--- config.mk ---
export PLATFORM = sky130hd
export DESIGN_NAME = mp_coeff_loader
export DESIGN_NICKNAME = d
export VERILOG_FILES = /design/src/rtl/mp_coeff_loader.sv
export SDC_FILE = /design/constraint.sdc
export NUM_CORES = 1
export LEC_CHECK = 0
export CAP_MARGIN = 20
export CORE_MARGIN = 2
export CORE_UTILIZATION = 43
export DETAILED_ROUTE_END_ITERATION = 10
export GPL_ROUTABILITY_DRIVEN = 0
export GPL_TIMING_DRIVEN = 0
export PLACE_DENSITY_LB_ADDON = 0.05
export SETUP_SLACK_MARGIN = 0.1
export SYNTH_ARGS = -nofsm -noshare
export SYNTH_HDL_FRONTEND = slang
export SYNTH_SLANG_ARGS = --single-unit
--- constraint.sdc ---
create_clock -name AXI_clk_i -period 2.55 [get_ports AXI_clk_i]
set_input_delay 0.51 -clock AXI_clk_i [delete_from_list [all_inputs] [get_ports AXI_clk_i]]
set_output_delay 0.51 -clock AXI_clk_i [all_outputs]
set_load 0.01 [all_outputs]
--- src/rtl/mp_coeff_loader.sv ---
// Streams 32-bit coefficient words into the memory-polynomial LUT BRAM port, one word per clock.
// Optional MP_COEFF_CHECKSUM_EN adds a running modulo-2^32 checksum of written words.
module mp_coeff_loader #(
  parameter  int unsigned M          = 10,
  parameter  int unsigned RESOLUTION = 4096,
  localparam int unsigned ADDR_W     = $clog2(RESOLUTION) + $clog2(M + 1) + 2
) (
  input  logic              AXI_clk_i,
  input  logic              reset_n_i,
  input  logic              start_i,
  input  logic              abort_i,
  input  logic [31:0]       s_data_i,
  input  logic              s_valid_i,
  input  logic              s_last_i,
  output logic              s_ready_o,
  output logic [31:0]       coeff_o,
  output logic [ADDR_W-1:0] coeff_addr_o,
  output logic              coeff_en_o,
  output logic              busy_o,
  output logic              bypass_o,
  output logic              done_o,
  output logic              error_o,
  output logic [31:0]       checksum_o
);

  localparam int unsigned TOTAL = (M + 1) * RESOLUTION;
  localparam int unsigned K_W   = (TOTAL > 1) ? $clog2(TOTAL) : 1;

  localparam logic [1:0] S_IDLE = 2'd0;
  localparam logic [1:0] S_LOAD = 2'd1;
  localparam logic [1:0] S_DONE = 2'd2;

  logic [1:0]        state;
  logic [1:0]        state_nxt;
  logic [K_W-1:0]    k;
  logic [K_W-1:0]    k_nxt;
  logic              en_nxt;
  logic [31:0]       data_nxt;
  logic [ADDR_W-1:0] addr_nxt;
  logic              done_nxt;
  logic              err_nxt;
  logic              byp_nxt;

  // Next-state and next-output decode; the word address is simply 4*k.
  always_comb begin
    state_nxt = state;
    k_nxt     = k;
    en_nxt    = 1'b0;
    data_nxt  = coeff_o;
    addr_nxt  = coeff_addr_o;
    done_nxt  = 1'b0;
    err_nxt   = error_o;
    byp_nxt   = bypass_o;
    case (state)
      S_IDLE: begin
        if (start_i) begin
          state_nxt = S_LOAD;
          k_nxt     = '0;
          err_nxt   = 1'b0;
          byp_nxt   = 1'b1;
        end
      end
      S_LOAD: begin
        if (abort_i) begin
          // Abort wins over a same-cycle handshake; that word is dropped.
          state_nxt = S_IDLE;
          err_nxt   = 1'b1;
        end else if (s_valid_i && s_ready_o) begin
          en_nxt   = 1'b1;
          data_nxt = s_data_i;
          addr_nxt = ADDR_W'({k, 2'b00});
          if (k == K_W'(TOTAL - 1)) begin
            if (s_last_i) begin
              state_nxt = S_DONE;
              done_nxt  = 1'b1;
              byp_nxt   = 1'b0;
            end else begin
              state_nxt = S_IDLE;
              err_nxt   = 1'b1;
            end
          end else if (s_last_i) begin
            state_nxt = S_IDLE;
            err_nxt   = 1'b1;
          end else begin
            k_nxt = k + K_W'(1);
          end
        end
      end
      S_DONE: begin
        state_nxt = S_IDLE;
      end
      default: begin
        state_nxt = S_IDLE;
      end
    endcase
  end

  // State register with all status/write outputs registered alongside it.
  always_ff @(posedge AXI_clk_i) begin
    if (!reset_n_i) begin
      state        <= S_IDLE;
      k            <= '0;
      s_ready_o    <= 1'b0;
      coeff_o      <= '0;
      coeff_addr_o <= '0;
      coeff_en_o   <= 1'b0;
      busy_o       <= 1'b0;
      bypass_o     <= 1'b1;
      done_o       <= 1'b0;
      error_o      <= 1'b0;
    end else begin
      state        <= state_nxt;
      k            <= k_nxt;
      s_ready_o    <= (state_nxt == S_LOAD);
      coeff_o      <= data_nxt;
      coeff_addr_o <= addr_nxt;
      coeff_en_o   <= en_nxt;
      busy_o       <= (state_nxt != S_IDLE);
      bypass_o     <= byp_nxt;
      done_o       <= done_nxt;
      error_o      <= err_nxt;
    end
  end

`ifdef MP_COEFF_CHECKSUM_EN
  logic accept;
  logic launch;

  assign accept = (state == S_LOAD) && !abort_i && s_valid_i && s_ready_o;
  assign launch = (state == S_IDLE) && start_i;

  // Checksum tracks the registered writes and holds until the next start.
  always_ff @(posedge AXI_clk_i) begin
    if (!reset_n_i) begin
      checksum_o <= '0;
    end else if (launch) begin
      checksum_o <= '0;
    end else if (accept) begin
      checksum_o <= checksum_o + s_data_i;
    end
  end
`else
  assign checksum_o = '0;
`endif

endmodule

======== Word-level counts from Yosys, hierarchy flattened ========
Index checks and enable logic that the tools add are counted.
cells by class
  add/sub/neg operators ................... 1
  equality and inequality tests ........... 13
  reduce and logical (&&, ||, !) cells .... 10
  mux-type cells .......................... 28
  bitwise logic cells ..................... 5
operators with widths
  operator                                              count
  two-way mux 16 bit                                    5
  case mux 16 bit (2 select lines)                      1
  adder 16 x 1 -> 16 bit (second input constant)        1
  equality test 16 bit (second input constant)          1
  inequality test 2 bit (second input constant)         7
  two-way mux 1 bit                                     13
  two-way mux 2 bit                                     6
  AND reduction 6 bit                                   2
  inequality test 4 bit (second input constant)         2
  NOT 1 bit                                             5
  AND reduction 5 bit                                   1
  OR reduction 5 bit                                    1
  equality test 2 x 1 -> 1 bit (second input constant)  2
  case mux 1 bit (2 select lines)                       2
  case mux 2 bit (2 select lines)                       1
  nonzero test 2 bit                                    2
  inequality test 3 bit (second input constant)         1
  AND reduction 3 bit                                   1
  OR reduction 3 bit                                    1
  logical NOT 2 bit                                     1
  logical AND 1 bit                                     1
word-level totals
  word-level logic and storage cells ...... 67
  output and inout port bits .............. 88
  register bits after elaboration ......... 72
  input port bits ......................... 38

======== Longest topological paths before layout ========
  word-level depth ........................ 6
  depth in mapped cells ................... 8

======== Least setup slack after synthesis ========
OpenSTA, ideal clock, no wires.
  path type ............................... input -> register
  from .................................... in abort_i
  to ...................................... reg k[12]
  arrival ................................. 1.895 ns
  setup slack ............................. 0.523 ns
  setup time .............................. 0.132 ns
  data required time ...................... 2.418 ns
  stages on the path ...................... 7
  cell sequence ........................... or3_1 buf_2 o31a_4 buf_6 buf_2 o31ai_1 a21oi_1
between the ends
  longest elaborated chain between the ends .. 2
ends and longest elaborated chain
  what                             line  source
  start: declaration               11    input logic abort_i,
  inequality test 2 bit (no line)  n/a
  AND reduction 6 bit (no line)    n/a
  end signal: assignment           113   k <= k_nxt;
  end: declaration                 35    logic [K_W-1:0] k;
Every way passes these cells.
A chain may end at the register's enable or synchronous reset.

======== Final worst setup path ========
  from .................................... in s_valid_i
  to ...................................... reg k[12]
between the ends
  longest elaborated chain between the ends .. 3
ends and longest elaborated chain
  what                             line  source
  start: declaration               13    input logic s_valid_i,
  logical AND 1 bit                68    end else if (s_valid_i && s_ready_o) begin
  inequality test 2 bit (no line)  n/a
  AND reduction 6 bit (no line)    n/a
Every way passes these cells.

==> impl_metrics.yaml <==
yosys:
  yosysTopAreaCellShare_pct: 45.8
  avgSynthCellArea_um2: 8.37
  yosys.area.top_type: "dfxtp_1"
  synth_ff_type: "dfxtp_1"
  synth_seq_cells: 72
  synth.area.top_cells: "dfxtp_1, nand2_1, a21boi_0"
  synth_area_um2: 3150
  netlist_instances: 376
  ys_types: 35
  synth_edf_count: 0
  seq_area_frac_synth_pct: 45.8
  yosys_warnings: 0
  synthArstFlopShare_pct: 0
sta:
  slew-limit-headroom_pct: 59.9
  timing.hold.ws_ns: 0.460
  finalCritPeriodShare_pct: 90.8
  period_needed_ns: 2.32
  finalMaxSlewViolations: 0
  grt_setup_unrepaired: "yes"
  clock.fmax_ghz: 0.432
  finalSetupTns_ns: 0
  worst_slack_ns: 0.233
  worst_pin_slew_ns: 0.596
  setup_viol: 0
  clock_skew_ns: 0.00855
  hold_viol: 0
floorplanning:
  die_height_um: 89.5
  start_util_pct: 43.9
  fp.dieW_um: 89.5
  core_um2: 7180
  die_area_um2: 8020
  fp-row-count: 31
  io_pins: 126
detailed_routing:
  drt_iter0_drc: 97
  wl_mm: 7.08
  vias: 2802
  routedWlPerCell_um: 11.5
  drtPass1Iterations: 4
  ant_nets: 0
  post-route-drc-count: 0
  vias_per_cell: 4.55
power_and_ir_drop:
  ir_drop_mv: 0.344
  switchingPower_uw: 523
  power_frac_seq_pct: 49.9
  power.total_mw: 2.28
  p_int_mw: 1.76
  p_clk_share_pct: 40.4
  p_sw_share_pct: 22.9
  leakagePower_nw: 1.67
  p_per_area_nw_per_um2: 505
  p_comb_share_pct: 9.6
worst_setup_path:
  start_kind: "primary input"
  cp.arrival_ns: 2.53
  crit_required_ns: 2.76
  cp_max_fo: 10
  endpoint_kind: "flop"
  critical_path_class: "primary input to flop"
cts:
  htree_levels: 3
  root_buffer: "clkbuf_8"
  worstSkewPairLatency_ns: 0.35
  clock-sinks: 72
  cts_tree: "built"
  cts_buffers: 9
  cts_hold_buf: 0
  cts_buffer_depth: 2
  clkSlewWorstSetupHoldPaths_ns: 0.07
place:
  place_inst: 598
  dp_hpwl_mm: 5.22
  portBuffers: 90
  dp_worst_setup_slack_ns: -0.165
  place_area_um2: 4300
layout:
  layout_common_cells: "nand2_1, clkdlybuf4s50_1, dfxtp_1, a21boi_0, buf_4"
  final_layout_size_suffix_gt1_share_pct: 12.0
  fin_util_pct: 63.0
  mostFrequentLayoutCell: "nand2_1"
  postLayoutCellArea_um2: 4520
  layout.nets: 551
  synthToLayoutAreaGrowth_pct: 43.7
  antennaDiodeCount: 0
  stdcell_count: 616
global_route:
  grt_use_total_pct: 19.2
  grt_first_pass_wirelength_mm: 11.7
  antenna_found_initial: 0
  grt_max_degree: 13
  grt_pass1_vias: 2587
  overflow: 0
hold_path:
  hold_class: "flop to flop"
run:
  drv_cap: 0
run_status:
  status: "complete, no violations"
-- layer usage --
layer	routed length, µm	track usage, %	up-vias
met5	0	0	-
met4	112	8.55	0
met3	570	7.20	10
met2	3270	29.9	76
met1	3130	23.6	1246
li1	-	-	1470
-- power groups by stage --
stage          registers [mW]  clock network, mW  logic, mW
6_report                 1.14              0.924      0.220
5_1_grt                  1.14               1.00      0.245
4_1_cts                  1.14              0.960      0.220
3_5_place_dp             1.17                  0      0.219
3_3_place_gp             1.17                  0      0.219
2_1_floorplan            1.17                  0      0.121
-- cell usage after synthesis (all sizes together) (3+ instances only) --
cell type,count
and3,5
o31ai,5
nor2,5
o21ai,9
nand3,6
buf,38
nor4,3
or4,5
and2,4
a21boi,49
nand4,5
or3,8
a21oi,14
nand2,109
dfxtp,72
clkbuf,20
-- path summary, 6_finish.rpt --
check | slack (ns) | startpoint | end | cells past startpoint
worst max-delay path | 0.23 | s_valid_i | k[12]$_SDFFE_PN0P_ | 9
worst min-delay path | 0.46 | bypass_o$_SDFFE_PN1P_ | bypass_o$_SDFFE_PN1P_ | 2
worst max register to register | 0.43 | state[1]$_SDFF_PN0_ | k[12]$_SDFFE_PN0P_ | 8
worst min register to register | 0.46 | bypass_o$_SDFFE_PN1P_ | bypass_o$_SDFFE_PN1P_ | 2
-- worst max-delay path, cell delays in order --
cell and delay [ns]:
clkdlybuf4s50_1 0.48, nand2_1 0.08, or3_1 0.29, buf_2 0.17
o31a_4 0.38, buf_6 0.15, buf_2 0.18, o31ai_1 0.20
a21oi_1 0.09
-- kinds of logic (layout without fill, tap and decap cells) --
kind of cell             count (synthesis)  in the layout  synth area share [%]
other                                    1             34                 0.119
AO/OA/AOI/OAI                           80             80                  17.6
buffers and inverters                   59            167                  11.4
adder cells (fa/ha/maj)                  1              1                 0.398
flip-flops                              72             72                  45.8
XOR/XNOR                                 2              2                 0.557
AND/OR/NAND/NOR                        161            161                  24.1
-- registers in the layout, indices dropped and copies added (netlist names) --
register	count
bypass_o	1
busy_o	1
s_ready_o	1
state	2
error_o	1
coeff_en_o	1
done_o	1
coeff_o	32
coeff_addr_o	16
k	16
-- cell type report --
class,count,area [µm²]
plain buffers,58,357
clock buffers,11,151
clock inverters,5,55.1
fillers,659,2650
inverters,1,3.75
multi-input cells,278,1480
flip-flops and latches,72,1440
well taps,99,124
repair buffers,92,916
-- timing repair --
action,4_1_cts,5_1_grt
setup buffers,0,2
setup endpoints to repair,0,20
gates resized for setup,0,3
No activity file was read; power rests on OpenSTA's default activity.
